`src/rtl/riscv_dift_ex_tag_unit.sv`:
```
// DIFT tag datapath for the RI5CY EX stage: TAG_WIDTH-bit tag propagation, policy check, trap request, violation count.
// Latency: regfile/store tag outputs are combinational; PC tag, WB load tag, trap request and counter update one cycle after the EX edge.
// Backpressure: no internal stall; ex_valid_i qualifies every state update and tag_stall_o holds the pipeline while a trap is pending.
//
// Ports:
//   clk, rst_n                      clock, synchronous active-low reset
//   ex_valid_i, wb_ready_i          EX completion / WB acceptance handshake
//   mode_i, tag_a/b/c_i, set_tag_i  propagation mode, operand/jump tags, tag-set value
//   register_set_i, regfile_alu_we_i, regfile_we_i, data_we_i, branch_taken_i  EX instruction class
//   check_s1/s2/d_i, check_mask_i   policy enables and mask
//   trap_ack_i, clr_count_i         controller trap acknowledge, counter clear
//   rf_*_tag_o, data_*_tag_o        combinational regfile/store tag writes
//   pc_tag_o, wb_rs1_tag_o/_valid_o registered PC tag and load-address tag for WB
//   exc_pending_o, exc_src_o, tag_stall_o, exc_count_o  trap state and violation count
module riscv_dift_ex_tag_unit #(
  parameter int TAG_WIDTH  = 4,
  parameter int MODE_WIDTH = 3,
  parameter int CNT_WIDTH  = 8
) (
  input  logic                  clk,
  input  logic                  rst_n,
  input  logic                  ex_valid_i,
  input  logic                  wb_ready_i,
  input  logic [MODE_WIDTH-1:0] mode_i,
  input  logic [TAG_WIDTH-1:0]  tag_a_i,
  input  logic [TAG_WIDTH-1:0]  tag_b_i,
  input  logic [TAG_WIDTH-1:0]  tag_c_i,
  input  logic [TAG_WIDTH-1:0]  set_tag_i,
  input  logic                  register_set_i,
  input  logic                  regfile_alu_we_i,
  input  logic                  regfile_we_i,
  input  logic                  data_we_i,
  input  logic                  branch_taken_i,
  input  logic                  check_s1_i,
  input  logic                  check_s2_i,
  input  logic                  check_d_i,
  input  logic [TAG_WIDTH-1:0]  check_mask_i,
  input  logic                  trap_ack_i,
  input  logic                  clr_count_i,
  output logic [TAG_WIDTH-1:0]  rf_wdata_tag_o,
  output logic                  rf_we_tag_o,
  output logic [TAG_WIDTH-1:0]  data_wdata_tag_o,
  output logic                  data_we_tag_o,
  output logic [TAG_WIDTH-1:0]  pc_tag_o,
  output logic [TAG_WIDTH-1:0]  wb_rs1_tag_o,
  output logic                  wb_rs1_tag_valid_o,
  output logic                  exc_pending_o,
  output logic [2:0]            exc_src_o,
  output logic                  tag_stall_o,
  output logic [CNT_WIDTH-1:0]  exc_count_o
);

  localparam logic [MODE_WIDTH-1:0] MODE_OR    = MODE_WIDTH'(0);
  localparam logic [MODE_WIDTH-1:0] MODE_AND   = MODE_WIDTH'(1);
  localparam logic [MODE_WIDTH-1:0] MODE_PASSA = MODE_WIDTH'(2);
  localparam logic [MODE_WIDTH-1:0] MODE_PASSB = MODE_WIDTH'(3);
  localparam logic [MODE_WIDTH-1:0] MODE_CLEAR = MODE_WIDTH'(4);
  localparam logic [MODE_WIDTH-1:0] MODE_KEEP  = MODE_WIDTH'(5);
  localparam logic [MODE_WIDTH-1:0] MODE_XOR   = MODE_WIDTH'(6);
  localparam logic [CNT_WIDTH-1:0]  CNT_MAX    = '1;

  typedef enum logic {IDLE, PEND} state_t;

  state_t               state;
  logic [TAG_WIDTH-1:0] res;
  logic                 en;
  logic                 pc_en;
  logic                 viol_s1;
  logic                 viol_s2;
  logic                 viol_d;
  logic [2:0]           viol_src;
  logic                 viol;

  // Result tag and enables. KEEP computes a|b for the store data path but
  // never writes it; unlisted codes (7 and up) behave as CLEAR.
  always_comb begin
    res   = '0;
    en    = 1'b1;
    pc_en = 1'b0;
    case (mode_i)
      MODE_OR:    begin res = tag_a_i | tag_b_i; pc_en = 1'b1; end
      MODE_AND:   begin res = tag_a_i & tag_b_i; pc_en = 1'b1; end
      MODE_PASSA: begin res = tag_a_i;           pc_en = 1'b1; end
      MODE_PASSB: begin res = tag_b_i;           pc_en = 1'b1; end
      MODE_CLEAR: res = '0;
      MODE_KEEP:  begin res = tag_a_i | tag_b_i; en = 1'b0; end
      MODE_XOR:   begin res = tag_a_i ^ tag_b_i; pc_en = 1'b1; end
      default:    res = '0;
    endcase
  end

  // Tag-set instructions override the propagated result unconditionally.
  assign rf_wdata_tag_o   = register_set_i ? set_tag_i : res;
  assign rf_we_tag_o      = register_set_i | (en & regfile_alu_we_i);
  assign data_wdata_tag_o = res;
  assign data_we_tag_o    = data_we_i & en;

  // Destination check is skipped for loads: the loaded value's tag is not known yet.
  assign viol_s1  = ex_valid_i & check_s1_i & (|(tag_a_i & check_mask_i));
  assign viol_s2  = ex_valid_i & check_s2_i & (|(tag_b_i & check_mask_i));
  assign viol_d   = ex_valid_i & check_d_i & ~regfile_we_i & (|(res & check_mask_i));
  assign viol_src = {viol_d, viol_s2, viol_s1};
  assign viol     = |viol_src;

  assign tag_stall_o = exc_pending_o;

  // PC tag: an explicit jump-target tag wins over the propagated result.
  always_ff @(posedge clk) begin
    if (!rst_n) begin
      pc_tag_o <= '0;
    end else if (ex_valid_i && branch_taken_i) begin
      if (tag_c_i != '0)  pc_tag_o <= tag_c_i;
      else if (pc_en)     pc_tag_o <= res;
    end
  end

  // Load address tag handed to WB; a new load overrides a pending drain.
  always_ff @(posedge clk) begin
    if (!rst_n) begin
      wb_rs1_tag_o       <= '0;
      wb_rs1_tag_valid_o <= 1'b0;
    end else if (ex_valid_i && regfile_we_i) begin
      wb_rs1_tag_o       <= tag_a_i;
      wb_rs1_tag_valid_o <= 1'b1;
    end else if (wb_ready_i) begin
      wb_rs1_tag_valid_o <= 1'b0;
    end
  end

  // Trap request FSM. While pending, the cause is only refreshed when the
  // controller acknowledges in the same cycle a new violation arrives.
  always_ff @(posedge clk) begin
    if (!rst_n) begin
      state         <= IDLE;
      exc_pending_o <= 1'b0;
      exc_src_o     <= 3'b000;
    end else begin
      case (state)
        IDLE: begin
          if (viol) begin
            state         <= PEND;
            exc_pending_o <= 1'b1;
            exc_src_o     <= viol_src;
          end
        end
        PEND: begin
          if (trap_ack_i) begin
            if (viol) begin
              exc_src_o <= viol_src;
            end else begin
              state         <= IDLE;
              exc_pending_o <= 1'b0;
              exc_src_o     <= 3'b000;
            end
          end
        end
        default: begin
          state         <= IDLE;
          exc_pending_o <= 1'b0;
          exc_src_o     <= 3'b000;
        end
      endcase
    end
  end

  // Saturating violation counter; a clear does not lose a same-cycle violation.
  always_ff @(posedge clk) begin
    if (!rst_n) begin
      exc_count_o <= '0;
    end else if (clr_count_i) begin
      exc_count_o <= viol ? CNT_WIDTH'(1) : '0;
    end else if (viol && (exc_count_o != CNT_MAX)) begin
      exc_count_o <= exc_count_o + CNT_WIDTH'(1);
    end
  end

endmodule

```
`config.mk`:
```
export PLATFORM = sky130hd
export DESIGN_NAME = riscv_dift_ex_tag_unit
export DESIGN_NICKNAME = d
export VERILOG_FILES = /design/src/rtl/riscv_dift_ex_tag_unit.sv
export SDC_FILE = /design/constraint.sdc
export NUM_CORES = 1
export LEC_CHECK = 0
export CAP_MARGIN = 20
export CORE_MARGIN = 4
export CORE_UTILIZATION = 41
export DETAILED_ROUTE_END_ITERATION = 8
export GPL_ROUTABILITY_DRIVEN = 0
export GPL_TIMING_DRIVEN = 0
export PLACE_DENSITY_LB_ADDON = 0.1
export SLEW_MARGIN = 20
export SYNTH_ARGS = -nofsm -noshare
export SYNTH_HDL_FRONTEND = slang
export SYNTH_SLANG_ARGS = --single-unit
```
`constraint.sdc`:
```
create_clock -name clk -period 2.45 [get_ports clk]
set_input_delay 0.245 -clock clk [delete_from_list [all_inputs] [get_ports clk]]
set_output_delay 0.245 -clock clk [all_outputs]
set_load 0.01 [all_outputs]
```
# After elaboration in Yosys (flattened, before gate mapping)
# Index checks and enable logic that the tools add are counted.
[totals] register_bits=22 latchBits=0 ramBits=0 romBits=0 elab_cells=74 memories=0
[op_classes] add_sub_neg=1 multipliers=0 div_mod_pow=0 n_lt_le_gt_ge=0 n_eq_ne=9 n_shift=0 n_mux=22 n_bitwise=18 reduce_logical=17
[ops] operator="$pmux 4 s5" count=1
[ops] operator="$and 4x4->4" count=4
[ops] operator="$mux 8" count=2
[ops] operator="$mux 4" count=3
[ops] operator="$reduce_or 4->1" count=3
[ops] operator="$mux 1" count=10
[ops] operator="$and 1x1->1" count=9
[ops] operator="$mux 3" count=3
[ops] operator="$add 8x1->8 const B" count=1
[ops] operator="$ne 8x8->1 const B" count=1
[ops] operator="$eq 3x2->1 const B" count=2
[ops] operator="$eq 3x3->1 const B" count=2
[ops] operator="$ne 2x2->1 const B" count=3
[ops] operator="$pmux 3 s2" count=1
[ops] operator="$reduce_bool 2->1" count=3
[ops] operator="$reduce_or 5->1" count=1
[ops] operator="$or 4x4->4" count=1
[ops] operator="$pmux 1 s2" count=2
[ops] operator="$reduce_and 2->1" count=2
[ops] operator="$reduce_bool 4->1" count=1
[ops] operator="$xor 4x4->4" count=1
[ops] operator="$eq 3x1->1 const B" count=1
[ops] operator="$logic_and 1x1->1" count=3
[ops] operator="$logic_not 3->1" count=1
[ops] operator="5 further kinds" count=6

# Longest topological paths before layout
# Gate-level depths: netlist of the first run.
[depth] depth_word=10 depth_mapped=9 depth_no_buf=9

# Least setup slack after synthesis of the first run
# OpenSTA, ideal clock, no wires.
[synth_timing] kind="input to register" start="input port tag_b_i[1]" end="register exc_count_o[6]" arrival_time_ns=1.737 slack_ns=0.643 path_stages=9 cell_sequence="inv_1 -> ha_1 -> mux2i_1 -> o221ai_1 -> o2111ai_1 -> o2111ai_4 -> o21ai_4 -> or4_1 -> a21oi_1"
[synth_via] elab_chain_len=8 elab_cells_between_ends=13 cone_classes="mux: 1; bitwise: 7; reduce/logical: 5"
[synth_lines] element="start, declared" line_no="26" rtl="input logic [TAG_WIDTH-1:0] tag_b_i,"
[synth_lines] element="$xor 4x4->4 (tied with other cells)" line_no="87" rtl="MODE_XOR: begin res = tag_a_i ^ tag_b_i; pc_en = 1'b1; end"
[synth_lines] element="$pmux 4 s5" line_no="80" rtl="case (mode_i)"
[synth_lines] element="$and 4x4->4" line_no="101" rtl="assign viol_d = ex_valid_i & check_d_i & ~regfile_we_i & (|(res & check_mask_i));"
[synth_lines] element="$reduce_or 4->1" line_no="101"
[synth_lines] element="$and 1x1->1" line_no="101"
[synth_lines] element="$reduce_or 3->1 (*)" line_no="103" rtl="assign viol = |viol_src;"
[synth_lines] element="$logic_and 1x1->1 (*)" line_no="172" rtl="end else if (viol && (exc_count_o != CNT_MAX)) begin"
[synth_lines] element="$reduce_bool 2->1 (no line) (*)"
[synth_lines] element="end signal, assigned" line_no="171" rtl="exc_count_o <= viol ? CNT_WIDTH'(1) : '0;"
[synth_lines] element="end signal, assigned" line_no="173" rtl="exc_count_o <= exc_count_o + CNT_WIDTH'(1);"
[synth_lines] element="end, declared" line_no="50" rtl="output logic [CNT_WIDTH-1:0] exc_count_o"
# Mark *: on every way between the ends. The rest lies on a longest branch, timed or not.
# A chain may end at the register's enable or synchronous reset.

# Worst setup path after layout of the first run
[layout_timing] start="input port mode_i[2]" end="output port rf_wdata_tag_o[3]"
[layout_via] elab_chain_len=4 elab_cells_between_ends=9 cone_classes="eq/ne: 5; mux: 2; reduce/logical: 2"
[layout_lines] element="start, declared" line_no="24" rtl="input logic [MODE_WIDTH-1:0] mode_i,"
[layout_lines] element="$eq 3x3->1 / $logic_not 3->1 (equally long branches)" line_no="80"
[layout_lines] element="$reduce_or 2->1 (no line)"
[layout_lines] element="$pmux 4 s5 (*)" line_no="80"
[layout_lines] element="$mux 4 (*)" line_no="93" rtl="assign rf_wdata_tag_o = register_set_i ? set_tag_i : res;"
[layout_lines] element="end, declared" line_no="40" rtl="output logic [TAG_WIDTH-1:0] rf_wdata_tag_o,"
# Marks and branches as above.

==> flow_summary.toml, run 1 <==
[layout]
regArea_um2 = 440
final_core_util = 0.658
layout-drive-gt1-share = 0.0949
fin_nets = 301
area_growth_pct = 52.0
fillCellCount = 318
antennaDiodeCount = 0
final_cell_area_um2 = 2250
multiInputGateArea_um2 = 968

[synthesis]
syn_nets = 227
ys_seq_elements = 22
syn_avg_cell_area_um2 = 8.16
synth_edf_count = 0
ys_async_sr_fraction = 0
ys.flop_type = "dfxtp_1"
netlist-cell-type-count = 42
yosys_warnings = 0
synthCells = 181
syn_area_um2 = 1480
ys_seq_area_frac = 0.298

[clock_tree]
ctsHtreeMaxLevel = 1
cts_made_buffers = 3
clockBufferDepth = 2
clk_pin_slew_ns = 0.11
cts_tree = "yes"
cts_hold_buf = 0
clock-sinks = 22
cts-root-buf = "clkbuf_4"
insertion_delay_ns = 0.30

[floorplanning]
die_w_um = 68.0
initial_utilization = 0.433
core_area_um2 = 3420
num_rows = 21
dieArea_um2 = 4630
pin_count = 69
die_h_um = 68.0

[global_routing]
grt_pass1_wl_um = 6570
grt_max_degree = 12
antenna_found_initial = 0
grt_pass1_vias = 1432
overflow = 0
track_usage = 0.184

[critical_path]
cpPeakStageDelay_ns = 0.48
cp_top_family = "buffers and inverters"
path_class = "in -> out"
cp_max_fo = 10
cp-start-kind = "input port"
rrSetupSlack_ns = 0.58
cp_cell_sequence = "clkdlybuf4s50_1, buf_6, mux2i_1, o22ai_1, or2_2, mux2_2, dlygate4sd2_1"
path_buf_inv = 3
critical_path.slowest_cell = "clkdlybuf4s50_1"
required_ns = 2.20
worstPathArrival_ns = 2.13
end_kind = "primary output"

[placed_design]
dpl_cell_area_um2 = 2200
dp_hpwl_um = 3290
pre_cts_slack_ns = -0.308
portBuffers = 66

[sta]
finClkSkew_ns = 0.00164
finalSetupViolCount = 0
relSlewSlack = 0.564
worst_slew_pin_slew_ns = 0.647
setup_slack_ns = 0.0772
drv_slew = 0
holdWs_ns = 0.299
finalCritPeriodShare = 0.968
rsz0062_at_grt = "no"
hold_violations = 0
timing.fmax_mhz = 421
fin_crit_ns = 2.37

[route]
initialDrtViolationCount = 68
met2WireLength_um = 1920
num_vias = 1598
wl_met3_um = 337
vias_per_cell = 5.34
top_layer = "met4"
drc_errors = 0
ant_nets = 0
postRouteWirelength_um = 4130
wl_met1_um = 1860
wire_per_inst_um = 13.8
firstDrtPassIters = 5

[power]
ir_drop_v = 0.000380
leakage_nw = 0.900
power_density_nw_per_um2 = 379
total_power_uw = 850

[run]
maxCapViolCount = 0

[outcome]
status = "completed"

[worst_hold_path]
holdCritPathClass = "in -> reg"
## logic make-up after synthesis
kind of cell    after synthesis  share of synthesized area
xor+xnor                      3                     0.0178
simple gates                 59                      0.203
compound gates               60                      0.281
fa+ha+maj                     9                     0.0762
buf+inv                      19                     0.0601
mux                           9                     0.0635
flops                        22                      0.298
## where the power goes
group / total [mW] / switching, mW / leakage (nW) / internal, mW
combinational: 0.304 / 0.140 / 0.706 / 0.164
clock: 0.159 / 0.101 / 0.0138 / 0.0574
sequential: 0.387 / 0.0124 / 0.180 / 0.375
total: 0.850 / 0.254 / 0.900 / 0.596
## per-layer routing
layer,vias up,track usage
met5,-,0
li1,799,-
met4,0,0.0223
met2,58,0.300
met3,5,0.0411
met1,736,0.256
## synth_stat cells, types with 2 or more instances
cell type,n,area (µm²)
o211ai_1,3,22.5
buf_4,2,15.0
buf_2,2,10.0
a31oi_1,2,12.5
clkbuf_1,2,7.51
o221ai_1,2,17.5
nor3_1,3,15.0
inv_1,12,45.0
o31ai_1,2,15.0
dfxtp_1,22,440
a21boi_0,6,45.0
mux2_2,3,33.8
mux2i_1,6,60.1
and3_1,2,12.5
nand2b_1,8,50.1
nor2b_1,2,12.5
a21boi_1,2,15.0
ha_1,9,113
nor2_1,6,22.5
or3_1,2,12.5
nand3_1,10,50.1
a21oi_1,13,65.1
xor2_1,3,26.3
o22ai_1,3,18.8
or2_2,3,18.8
nand2_1,17,63.8
o2111ai_1,2,17.5
a22oi_1,5,37.5
o21ai_0,14,70.1
## layout make-up
| type | instances | share of cell area |
|---|---|---|
| buffer | 7 | 0.0195 |
| sequential | 22 | 0.196 |
| clock buffer | 3 | 0.0100 |
| multi-input combinational | 140 | 0.431 |
| timing repair buffer | 69 | 0.297 |
| tap | 46 | 0.0256 |
| inverter | 12 | 0.0201 |
## worst register-to-register path: stages, from the launching register on
cell and delay (ns):
dfxtp_1 0.37, ha_1 0.24, and3_1 0.20, nand3_1 0.17
nand4_1 0.10, o21bai_2 0.24, or3_1 0.36, a21oi_1 0.13
## sequential cells by signal (all words and copies together), names as in the netlist
signal and cells:
exc_count_o 8, exc_pending_o 1, exc_src_o 3, pc_tag_o 4, state 1, wb_rs1_tag_o 4, wb_rs1_tag_valid_o 1
## metrics by stage
| stage | instances | setup TNS, ns |
|---|---|---|
| after global placement | 293 | -1.58 |
| after floorplan | 181 | 0 |
| after detailed placement | 293 | -2.51 |
| after CTS | 299 | 0 |
| after global routing | 299 | 0 |
| final | 299 | 0 |
## what timing repair did
action                     CTS  global route
gates cloned                 0             0
gates resized for setup     14             3
setup endpoints to repair    8             2
setup buffers                3             0
hold endpoints to repair     0             0
pin swaps                    2             1
## placed cells by master, fill, tap and decap left out, types with 5 or more instances in the layout
cell type / instances
a21boi_0: 6
a21oi_1: 13
a22oi_1: 5
buf_4: 5
clkdlybuf4s50_1: 54
dfxtp_1: 22
dlygate4sd2_1: 12
ha_1: 9
inv_1: 12
mux2i_1: 6
nand2_1: 17
nand2b_1: 8
nand3_1: 10
nor2_1: 5
o21ai_0: 13
## final timing paths
check             startpoint           endpoint  depth (start not counted)
max                mode_i[2]  rf_wdata_tag_o[3]                          7
min               ex_valid_i    wb_rs1_tag_o[0]                          3
max reg2reg   exc_count_o[0]     exc_count_o[5]                          7
min reg2reg  wb_rs1_tag_o[0]    wb_rs1_tag_o[0]                          2
No activity file was read; power rests on OpenSTA's default activity.
==> run 2, diff against run 1 <==
--- a/config.mk
+++ b/config.mk
@@ -6,13 +6,14 @@
 export NUM_CORES = 1
 export LEC_CHECK = 0
 export CAP_MARGIN = 20
+export CORE_ASPECT_RATIO = 1.1
 export CORE_MARGIN = 4
 export CORE_UTILIZATION = 41
 export DETAILED_ROUTE_END_ITERATION = 8
 export GPL_ROUTABILITY_DRIVEN = 0
 export GPL_TIMING_DRIVEN = 0
 export PLACE_DENSITY_LB_ADDON = 0.1
-export SLEW_MARGIN = 20
+export SLEW_MARGIN = 10
 export SYNTH_ARGS = -nofsm -noshare
 export SYNTH_HDL_FRONTEND = slang
 export SYNTH_SLANG_ARGS = --single-unit
==> run 2 against run 1 <==
Effect of this change:
- routed wire length rose by 6.6%
- sequential share of layout area fell by 0.94 points
- first-iteration DRC count rose by 53%
- setup slack got worse by 0.043 ns
- clock skew rose by 0.0030 ns
- non-clock buffer count rose by 10
==> flow_summary.toml, run 2 (synthesis gave the netlist of run 1 again) <==
[sta]
fin_crit_ns = 2.42
worst_slew_pin_slew_ns = 0.716
relSlewSlack = 0.518
finalSetupViolCount = 0
timing.fmax_mhz = 414
finalCritPeriodShare = 0.986
holdWs_ns = 0.289
hold_violations = 0
finClkSkew_ns = 0.00467
fin_tns_setup_ns = 0
drv_slew = 0

[layout]
largest_register_ffs = 8
reg_top3 = "exc_count_o (8), pc_tag_o (4), wb_rs1_tag_o (4)"
fillCellCount = 298
multiInputGateArea_um2 = 981
top_register = "exc_count_o"
final_cell_mix = "54 x clkdlybuf4s50_1, 22 x dfxtp_1, 17 x nand2_1, 14 x buf_4"
antennaDiodeCount = 0
stdcell_count = 312
final_common_cell = "clkdlybuf4s50_1"
final_core_util = 0.691
fin_nets = 311
layout-drive-gt1-share = 0.144
area_growth_pct = 59.6
regArea_um2 = 440

[clock_tree]
ctsHtreeMaxLevel = 1
cts-root-buf = "clkbuf_4"
cts_tree = "yes"
cts_made_buffers = 3
insertion_delay_ns = 0.31
clock-sinks = 22
clk_pin_slew_ns = 0.12
clockBufferDepth = 2

[power]
total_power_uw = 912
ir_drop_v = 0.000317
leakage_nw = 0.961
power_density_nw_per_um2 = 387

[critical_path]
reg2regPathDepth = 7
path_class = "in -> reg"
rrSetupSlack_ns = 0.57
worstPathArrival_ns = 2.66
required_ns = 2.70
end_kind = "register"
cp_top_family = "buffers and inverters"
cpPeakStageDelay_ns = 0.43
path_buf_inv = 4
critical_path.slowest_cell = "clkdlybuf4s50_1"
cp-start-kind = "input port"
cp_cell_sequence = "clkdlybuf4s50_1, buf_6, buf_4, xor2_2, nor3_1, nor2_2, buf_4, o2111ai_4, o21ai_4, or4_1, a21oi_1"
reg2reg_to = "exc_count_o[5]"
r2r_start = "exc_count_o[0]"
cpMostUsedCell = "buf_4"
cp_max_fo = 8

[floorplanning]
die_w_um = 65.2
die_h_um = 71.0
num_rows = 22
pin_count = 69
dieArea_um2 = 4630
core_area_um2 = 3410
initial_utilization = 0.433

[global_routing]
overflow = 0
track_usage = 0.182
grt_max_degree = 13
grt_pass1_wl_um = 6940
grt_pass1_vias = 1540
antenna_found_initial = 0

[worst_hold_path]
holdCritPathClass = "in -> reg"
hold-path-endpoint = "wb_rs1_tag_o[1]"
min_from = "ex_valid_i"
whs_path_depth = 3

[route]
postRouteWirelength_um = 4410
vias_per_cell = 5.30
ant_nets = 0
initialDrtViolationCount = 104
wire_per_inst_um = 14.1
num_vias = 1655
firstDrtPassIters = 4
drc_errors = 0

[placed_design]
dp_hpwl_um = 3220
portBuffers = 66
placed_cells = 295

[run]
maxCapViolCount = 0

[outcome]
status = "completed"
## run 2: area by class of cell
cell class,instances,area share
inverters,12,0.0191
multi-input cells,140,0.416
well taps,48,0.0255
plain buffers,7,0.0202
clock buffers,4,0.0154
repair buffers,79,0.317
flip-flops and latches,22,0.187
## run 2: worst max path at each step
| stage | startpoint | cells past startpoint | to |
|---|---|---|---|
| floorplan | tag_b_i[1] | 9 | exc_count_o[6] |
| global placement | tag_a_i[0] | 9 | rf_wdata_tag_o[0] |
| detailed placement | tag_a_i[0] | 9 | rf_wdata_tag_o[0] |
| CTS | tag_a_i[1] | 8 | data_wdata_tag_o[1] |
| global route | mode_i[2] | 11 | exc_count_o[6] |
| finish | mode_i[2] | 11 | exc_count_o[6] |
## run 2: metrics by stage
| stage | setup slack, ns | cell area [µm²] |
|---|---|---|
| floorplan | 0.643 | 1480 |
| global placement | -0.327 | 2200 |
| global route | -0.100 | 2360 |
| detailed placement | -0.347 | 2200 |
| CTS | 0.0139 | 2310 |
| finish | 0.0339 | 2360 |
## run 2: worst register-to-register path: stages (launching register included)
cell and delay (ns):
dfxtp_1 0.37, ha_1 0.24, and3_1 0.20, nand3_1 0.16, nand4_1 0.11, o21bai_2 0.24
or3_1 0.36, a21oi_1 0.13
## run 2: routing by layer
metal | wire length (µm) | global-route usage | vias up
li1 | - | - | 825
met1 | 1950 | 0.228 | 757
met2 | 2090 | 0.315 | 64
met3 | 284 | 0.0317 | 9
met4 | 72 | 0.0553 | 0
met5 | 0 | 0 | -
## run 2: where the power goes
| part | switching, mW | internal, mW |
|---|---|---|
| logic | 0.148 | 0.180 |
| registers | 0.0118 | 0.375 |
| clock network | 0.106 | 0.0908 |
| total | 0.266 | 0.646 |
## run 2: timing repair
item                                    4_1_cts  5_1_grt
pin swaps                                     2        2
endpoints found under the setup margin        8        8
resized for setup                            14        8
gates cloned                                  0        0
setup buffers                                10        3
hold endpoints to repair                      0        0
hold buffers                                  0        0
